## config.mk

```make
export PLATFORM = sky130hd
export DESIGN_NAME = cam_pattern_gen
export DESIGN_NICKNAME = d
export VERILOG_FILES = /design/src/rtl/cam_tb_pkg.sv /design/src/rtl/cam_pattern_pix.sv /design/src/rtl/cam_pattern_gen.sv
export SDC_FILE = /design/constraint.sdc
export NUM_CORES = 1
export LEC_CHECK = 0
export BUFFER_PORTS_ARGS = -buffer_cell sky130_fd_sc_hd__buf_2
export CAP_MARGIN = 20
export CORE_ASPECT_RATIO = 2
export CORE_MARGIN = 10
export CORE_UTILIZATION = 50
export CTS_CLUSTER_DIAMETER = 80
export DETAILED_ROUTE_END_ITERATION = 10
export GPL_TIMING_DRIVEN = 0
export PLACE_DENSITY = 0.68
export SYNTH_ARGS = -nofsm -noshare
export SYNTH_HDL_FRONTEND = slang
export SYNTH_SLANG_ARGS = --single-unit
```

## constraint.sdc

```tcl
create_clock -name iCLK -period 2.7 [get_ports iCLK]
set_input_delay 0.54 -clock iCLK [delete_from_list [all_inputs] [get_ports iCLK]]
set_output_delay 0.54 -clock iCLK [all_outputs]
set_load 0.01 [all_outputs]
```

## src/rtl/cam_tb_pkg.sv

```systemverilog
// Shared types and constants for the synthetic camera pixel-stream generator.
package cam_tb_pkg;

  typedef enum logic [1:0] {
    IDLE = 2'd0,
    VBL  = 2'd1,
    ACT  = 2'd2,
    BLK  = 2'd3
  } state_e;

  localparam logic [1:0] PAT_BARS  = 2'd0;
  localparam logic [1:0] PAT_RAMP  = 2'd1;
  localparam logic [1:0] PAT_CHECK = 2'd2;
  localparam logic [1:0] PAT_FLAT  = 2'd3;

  // Default 640x480 timing.
  localparam int DEF_H_ACTIVE = 640;
  localparam int DEF_H_BLANK  = 160;
  localparam int DEF_V_ACTIVE = 480;
  localparam int DEF_V_BLANK  = 45;
  localparam int DEF_DATA_W   = 10;

  // Width of the horizontal/vertical position counters.
  localparam int CNT_W = 16;

endpackage

```

## src/rtl/cam_pattern_pix.sv

```systemverilog
// Pixel-value generator: decodes the selected test pattern from position,
// with a divider-free bar counter for the colour-bar pattern.
module cam_pattern_pix
  import cam_tb_pkg::*;
#(
  parameter int H_ACTIVE = DEF_H_ACTIVE,
  parameter int DATA_W   = DEF_DATA_W
) (
  input  logic              clk,
  input  logic              rst_n,
  input  logic              adv,
  input  logic [DATA_W-1:0] h_lo,
  input  logic              v_bit3,
  input  logic [1:0]        pat,
  input  logic [7:0]        frame_cnt,
  output logic [DATA_W-1:0] pix
);

  localparam logic [CNT_W-1:0] H_ACT_C = CNT_W'(H_ACTIVE);
  localparam logic [CNT_W-1:0] STEP_C  = CNT_W'(8);

  logic [CNT_W-1:0] acc_q, acc_d, acc_sum;
  logic [2:0]       bar_q, bar_d;

  // acc tracks (8*h) mod H_ACTIVE; bar carries floor(8*h/H_ACTIVE).
  always_comb begin
    acc_d   = acc_q;
    bar_d   = bar_q;
    acc_sum = acc_q + STEP_C;
    if (!adv) begin
      acc_d = '0;
      bar_d = '0;
    end else if (acc_sum >= H_ACT_C) begin
      acc_d = acc_sum - H_ACT_C;
      bar_d = bar_q + 3'd1;
    end else begin
      acc_d = acc_sum;
    end
  end

  always_ff @(posedge clk) begin
    if (!rst_n) begin
      acc_q <= '0;
      bar_q <= '0;
    end else begin
      acc_q <= acc_d;
      bar_q <= bar_d;
    end
  end

  always_comb begin
    pix = '0;
    case (pat)
      PAT_BARS:  pix = {bar_q, {(DATA_W-3){1'b1}}};
      PAT_RAMP:  pix = h_lo;
      PAT_CHECK: pix = (h_lo[3] ^ v_bit3) ? '1 : '0;
      default:   pix = DATA_W'({frame_cnt, 2'b00});
    endcase
  end

endmodule

```

## src/rtl/cam_pattern_gen.sv

```systemverilog
// Synthetic camera transmitter: frame/line timing FSM, frame counter and
// pattern latch; pixel values come from cam_pattern_pix.
module cam_pattern_gen
  import cam_tb_pkg::*;
#(
  parameter int H_ACTIVE = DEF_H_ACTIVE,
  parameter int H_BLANK  = DEF_H_BLANK,
  parameter int V_ACTIVE = DEF_V_ACTIVE,
  parameter int V_BLANK  = DEF_V_BLANK,
  parameter int DATA_W   = DEF_DATA_W
) (
  input  logic              iCLK,
  input  logic              iRST_N,
  input  logic              iEN,
  input  logic [1:0]        iPATTERN,
  output logic [DATA_W-1:0] oD,
  output logic              oHS,
  output logic              oVS,
  output logic              oFRAME_DONE,
  output logic [7:0]        oFRAME_CNT,
  output logic              oBUSY,
  output logic [1:0]        oDBG_STATE
);

  localparam int L = H_ACTIVE + H_BLANK;
  localparam logic [CNT_W-1:0] H_LAST  = CNT_W'(H_ACTIVE - 1);
  localparam logic [CNT_W-1:0] L_LAST  = CNT_W'(L - 1);
  localparam logic [CNT_W-1:0] VA_LAST = CNT_W'(V_ACTIVE - 1);
  localparam logic [CNT_W-1:0] VB_LAST = CNT_W'((V_BLANK > 0) ? V_BLANK - 1 : 0);
  localparam state_e FIRST_ST = (V_BLANK == 0) ? ACT : VBL;

  if (H_BLANK < 1) begin : g_chk_hblank
    $error("H_BLANK must be at least 1");
  end
  if (H_ACTIVE < 8) begin : g_chk_hactive
    $error("H_ACTIVE must be at least 8 for the bar pattern");
  end
  if (V_ACTIVE < 1) begin : g_chk_vactive
    $error("V_ACTIVE must be at least 1");
  end
  if (DATA_W < 4 || DATA_W > CNT_W) begin : g_chk_dataw
    $error("DATA_W out of supported range");
  end
  if (L >= (1 << CNT_W) || V_ACTIVE >= (1 << CNT_W) || V_BLANK >= (1 << CNT_W)) begin : g_chk_cnt
    $error("timing exceeds counter width");
  end

  state_e           state_q, state_d;
  logic [CNT_W-1:0] h_q, h_d;
  logic [CNT_W-1:0] v_q, v_d;
  logic [1:0]       pat_q, pat_d;
  logic [7:0]       fc_q, fc_d;
  logic [7:0]       cnt_q, cnt_d;
  logic             done_q, done_d;
  logic             start;

  always_comb begin
    state_d = state_q;
    h_d     = h_q;
    v_d     = v_q;
    pat_d   = pat_q;
    fc_d    = fc_q;
    cnt_d   = cnt_q;
    done_d  = 1'b0;
    start   = 1'b0;
    case (state_q)
      IDLE: begin
        h_d   = '0;
        v_d   = '0;
        start = iEN;
      end
      // h/v walk L x V_BLANK line-periods of vertical blank.
      VBL: begin
        if (h_q == L_LAST) begin
          h_d = '0;
          if (v_q == VB_LAST) begin
            v_d     = '0;
            state_d = ACT;
          end else begin
            v_d = v_q + 1'b1;
          end
        end else begin
          h_d = h_q + 1'b1;
        end
      end
      ACT: begin
        h_d = h_q + 1'b1;
        if (h_q == H_LAST) state_d = BLK;
      end
      BLK: begin
        if (h_q == L_LAST) begin
          h_d = '0;
          if (v_q == VA_LAST) begin
            done_d  = 1'b1;
            cnt_d   = cnt_q + 8'd1;
            v_d     = '0;
            state_d = IDLE;
            start   = iEN;
          end else begin
            v_d     = v_q + 1'b1;
            state_d = ACT;
          end
        end else begin
          h_d = h_q + 1'b1;
        end
      end
      default: state_d = IDLE;
    endcase
    // Frame start latches the pattern and the count the flat pattern shows.
    if (start) begin
      state_d = FIRST_ST;
      pat_d   = iPATTERN;
      fc_d    = cnt_d;
      h_d     = '0;
      v_d     = '0;
    end
  end

  always_ff @(posedge iCLK) begin
    if (!iRST_N) begin
      state_q <= IDLE;
      h_q     <= '0;
      v_q     <= '0;
      pat_q   <= '0;
      fc_q    <= '0;
      cnt_q   <= '0;
      done_q  <= 1'b0;
    end else begin
      state_q <= state_d;
      h_q     <= h_d;
      v_q     <= v_d;
      pat_q   <= pat_d;
      fc_q    <= fc_d;
      cnt_q   <= cnt_d;
      done_q  <= done_d;
    end
  end

  logic [DATA_W-1:0] pix;

  cam_pattern_pix #(
    .H_ACTIVE (H_ACTIVE),
    .DATA_W   (DATA_W)
  ) u_pix (
    .clk       (iCLK),
    .rst_n     (iRST_N),
    .adv       (state_q == ACT),
    .h_lo      (h_q[DATA_W-1:0]),
    .v_bit3    (v_q[3]),
    .pat       (pat_q),
    .frame_cnt (fc_q),
    .pix       (pix)
  );

  assign oHS         = (state_q == ACT);
  assign oVS         = (state_q == ACT) || (state_q == BLK);
  assign oD          = oHS ? pix : '0;
  assign oBUSY       = (state_q != IDLE);
  assign oFRAME_DONE = done_q;
  assign oFRAME_CNT  = cnt_q;
  assign oDBG_STATE  = state_q;

endmodule

```

# [Word-level counts from Yosys, hierarchy flattened]
# Index checks and enable logic that the tools add are counted.
[word_totals] inputBits=5 output_inout_bits=24 word_cells=75 regBits=72
[classes] eq_ne=17 reduce_logical=14 muxes=25 order_cmp=1 bitwise=2 add_sub_neg=6
[op_table] op="16-bit two-way mux" count=6
[op_table] op="16-bit one-hot mux with 3 select lines" count=2
[op_table] op="16-bit by 1-bit adder with 16-bit output, second input constant" count=2
[op_table] op="16-bit by 10-bit equality test with 1-bit output, second input constant" count=2
[op_table] op="10-bit one-hot mux with 3 select lines" count=1
[op_table] op="8-bit two-way mux" count=3
[op_table] op="10-bit two-way mux" count=2
[op_table] op="16-bit by 4-bit adder with 16-bit output, second input constant" count=1
[op_table] op="16-bit by 6-bit equality test with 1-bit output, second input constant" count=1
[op_table] op="16-bit by 9-bit equality test with 1-bit output, second input constant" count=1
[op_table] op="16-bit by 10-bit greater-or-equal comparator with 1-bit output, second input constant" count=1
[op_table] op="16-bit by 10-bit subtractor with 16-bit output, second input constant" count=1
[op_table] op="2-bit two-way mux" count=5
[op_table] op="5-bit AND reduction" count=2
[op_table] op="3-bit inequality test, second input constant" count=3
[op_table] op="8-bit by 1-bit adder with 8-bit output, second input constant" count=1
[op_table] op="2-bit equality test, second input constant" count=3
[op_table] op="2-bit inequality test, second input constant" count=3
[op_table] op="2-bit one-hot mux with 3 select lines" count=1
[op_table] op="3-bit AND reduction" count=2
[op_table] op="3-bit nonzero test" count=2
[op_table] op="2-bit by 1-bit equality test with 1-bit output, second input constant" count=2
[op_table] op="2-bit zero test" count=2
[op_table] op="1-bit two-way mux" count=4
[op_table] op="other kinds (11)" count=12

# [Logic depth before layout (Yosys ltp)]
[depth] depth_word=6 ltp_mapped=12 depth_no_buf=10

# [Cells and area by module]
# From an unflattened synthesis, not the netlist that was laid out.
[unflattened] cells_unflattened=509 area_unflattened_um2=4146.5
[by_module_without_submodules] module="cam_pattern_gen" cells_per_inst=345 seq_area_each_um2=1061.0 n_inst=1 area_per_inst_um2=2860.2
[by_module_without_submodules] module="cam_pattern_pix" cells_per_inst=164 seq_area_each_um2=320.3 n_inst=1 area_per_inst_um2=1286.2

# [Least setup slack after synthesis]
# Ideal clock, no wire load.
[synth_timing] path_kind="register to register" from="register u_pix.acc_q[3]" to="register u_pix.bar_q[2]" setup_ns=0.116 synth_period_minus_slack_ns=2.346 n_path_buf=2 path_slack_ns=0.354 stages_incl_launch_ff=13 t_arrival_ns=2.230 path_cell_list="dfxtp_1 -> ha_1 -> clkbuf_1 -> nand3_1 -> xnor2_1 -> inv_1 -> ha_1 -> nand3_1 -> a211o_1 -> nand4b_1 -> buf_2 -> a21oi_1 -> a31o_2"
[synth_via] elab_chain_cells=2
[synth_rtl] item="start, declared" line_no="cam_pattern_pix.sv:22" source="logic [CNT_W-1:0] acc_q, acc_d, acc_sum;"
[synth_rtl] item="start signal, assigned" line_no="cam_pattern_pix.sv:43" source="acc_q <= '0;"
[synth_rtl] item="start signal, assigned" line_no="cam_pattern_pix.sv:46" source="acc_q <= acc_d;"
[synth_rtl] item="16-bit by 4-bit adder with 16-bit output" line_no="cam_pattern_pix.sv:29" source="acc_sum = acc_q + STEP_C;"
[synth_rtl] item="16-bit by 10-bit greater-or-equal comparator with 1-bit output" line_no="cam_pattern_pix.sv:33" source="end else if (acc_sum >= H_ACT_C) begin"
[synth_rtl] item="end signal, assigned" line_no="cam_pattern_pix.sv:47" source="bar_q <= bar_d;"
[synth_rtl] item="end, declared" line_no="cam_pattern_pix.sv:23" source="logic [2:0] bar_q, bar_d;"
# No other way between the ends.
# A chain may end at the register's enable or synchronous reset.

# [Final worst setup path]
[layout_timing] from="register v_q[0]" to="register v_q[6]"
[layout_via] elab_chain_cells=5 word_cells_on_any_way=12
[layout_rtl] item="start, declared" line_no="cam_pattern_gen.sv:50" source="logic [CNT_W-1:0] v_q, v_d;"
[layout_rtl] item="start signal, assigned" line_no="cam_pattern_gen.sv:131" source="v_q <= v_d;"
[layout_rtl] item="branches (longest 5 deep; another with 16-bit by 1-bit adder with 16-bit output)"
# Several ways; the timed one is not identified. The select of a mux whose other input is x is not followed.

==> results.cfg <==
[cts]
hold_buffers = 0
cts_tree = built
clockBufferDepth = 2
ctsRootBufferMaster = clkbuf_16
clock_latency_ns = 0.34
htree_levels = 3
cts_sinks = 69
cts_made_buffers = 9
path_clk_slew_ns = 0.05

[die]
core_mm2 = 0.00760
num_rows = 45
die_area_mm2 = 0.0120
fp.dieH_um = 145
io_pins = 29
die_x_um = 82.6
start_util_pct = 51.5

[yosys]
synth_cells = 485
synth_seq_cells = 69
syn_avg_cell_area_um2 = 8.07
synth_edf_count = 0
synth_fp_nets = 503
synth_area_mm2 = 0.00392
yosys_warnings = 0
yosysSeqAreaShare_pct = 35.3
synthArstFlopShare_pct = 0
synth.distinct_cells = 60
yosys_most_used_dff = dfxtp_1

[setup_path]
crit_arrival_ns = 2.79
cp-startpoint = v_q[0]$_SDFFE_PP0P_
rrSetupSlack_ns = 0.12
critPathMaxFanout = 10
required_ns = 2.90
crit_type = flop to flop
critPathCaptureType = flop
crit_path_start_kind = flop
r2r-start = v_q[0]$_SDFFE_PP0P_

[finish]
drive_gt1_share_pct = 14.6
antenna_cells = 0
fillers = 716
areaGrowthSynthToFinish_pct = 16.0
layout_common_cells = dfxtp_1, nor2_1, a21oi_1
layout_commonest_cell = dfxtp_1
fin_nets = 547
final_util_pct = 59.8
final-instance-count-excl-fill = 627

[global_routing]
grt_pass1_wl_um = 16900
grt_max_degree = 12
grt_pass1_vias = 3604
gr-usage-all-layers_pct = 17.5
grt_overflow = 0
antenna_found_initial = 0

[detailed_routing]
post_drt_wl_per_cell_um = 16.2
drtIter0Drc = 114
wirelength_um = 10200
vias = 3618
drcViolationCount = 0
ant_nets = 0
via_per_inst = 5.77
first_pass_iters = 6

[timing]
grt_setup_unrepaired = no
drv_slew = 0
tightestPinTransition_ns = 0.518
holdWs_ns = 0.480
skew_ns = 0.00605
slew_headroom_pct = 65.1
fin_crit_ns = 2.58
layout_setup_ws_ns = 0.116
hold_viol = 0
fmax_ghz = 0.387
fin_crit_sh_pct = 95.7
final-setup-viol-count = 0

[place]
gp_congestion = 0.916
dpl.hpwl_um = 7710
numPortBuffers = 28
dp_cells = 607
place_ws_ns = -0.00362

[worst_hold_path]
min-delay-path-class = flop to flop
min_from = h_q[0]$_SDFF_PP0_

[power_and_ir_drop]
power.density_mw_per_mm2 = 742
ir_worst_vdd_mv = 0.602
p_leak_nw = 1.66

[run]
cap_violations = 0

[outcome]
status = complete, no violations
[final timing paths]
kind	endpoint	cells after the start
setup reg to reg	v_q[6]$_SDFFE_PP0P_	9
hold / removal	h_q[0]$_SDFF_PP0_	1
hold reg to reg	h_q[0]$_SDFF_PP0_	1
setup / recovery	v_q[6]$_SDFFE_PP0P_	9
[cells in the mapped netlist (8+ instances only)]
cell       n  area [um^2]
dfxtp_1   69         1380
nor2_1    49          184
a21oi_1   45          225
nand2_1   37          139
o21ai_0   29          145
nand3_1   24          120
xnor2_1   22          193
inv_1     17         63.8
and3_1    14         87.6
ha_1      13          163
clkbuf_1  12         45.0
nand4_1   12         75.1
nor3_1    12         60.1
xor2_1    12          105
mux2i_1   10          100
or3_1     10         62.6
nor2b_1    9         56.3
nor4_1     8         50.1
[critical path, cell delays in order (launching register included)]
cell and delay (ns):
dfxtp_1 0.35, inv_1 0.08, ha_1 0.16, or4b_2 0.59
o41a_1 0.39, a21oi_2 0.25, buf_2 0.25, o21ai_0 0.14
a21oi_1 0.19, nor2_1 0.05
[registers in the layout (all words and copies together), names as in the netlist]
name and cells:
fc_q 8, h_q 16, oDBG_STATE 2, oFRAME_CNT 8, oFRAME_DONE 1, pat_q 2
u_pix.acc_q 13, u_pix.bar_q 3, v_q 16
[layout make-up]
type | instances | area (um^2) | area share (%)
buffer | 20 | 95.1 | 2.09
multi-input combinational | 377 | 2410 | 53.1
inverter | 18 | 67.6 | 1.49
clock inverter | 4 | 50.0 | 1.10
clock buffer | 11 | 233 | 5.12
timing repair buffer | 34 | 185 | 4.08
sequential | 69 | 1380 | 30.4
tap | 94 | 118 | 2.59
[per-stage QoR]
step                TNS (ns)  area [um^2]  power [mW]
global route               0         4540        3.56
finish                     0         4540        3.37
floorplan                  0         3920        1.87
detailed placement  -0.00362         4170        2.20
global placement           0         4170        2.18
CTS                        0         4450        3.34
[repair_timing]
item | 4_1_cts | 5_1_grt
resized for setup | 0 | 11
gates cloned | 0 | 0
setup endpoints to repair | 4 | 39
setup buffers | 0 | 6
pin swaps | 0 | 2
[where the power goes]
part           internal (mW)  switching, mW
combinational          0.363          0.690
sequential              1.10         0.0789
clock                  0.708          0.428
total                   2.17           1.20
[per-layer routing]
metal | routed length, um | GRT usage, %
met5 | 0 | 0
met4 | 248 | 8.00
met3 | 306 | 4.02
met2 | 5820 | 31.6
met1 | 3770 | 17.7
[logic make-up after synthesis]
| logic type | count (synthesis) | synth area share [%] |
|---|---|---|
| muxes | 14 | 3.71 |
| buffers and inverters | 39 | 4.09 |
| xor gates and xnor gates | 34 | 7.61 |
| adders and majority gates | 13 | 4.15 |
| AOI/OAI and AO/OA | 110 | 17.2 |
| DFF | 69 | 35.3 |
| and+or+nand+nor | 206 | 28.0 |
Note: power is estimated with default switching activity, not from simulation.
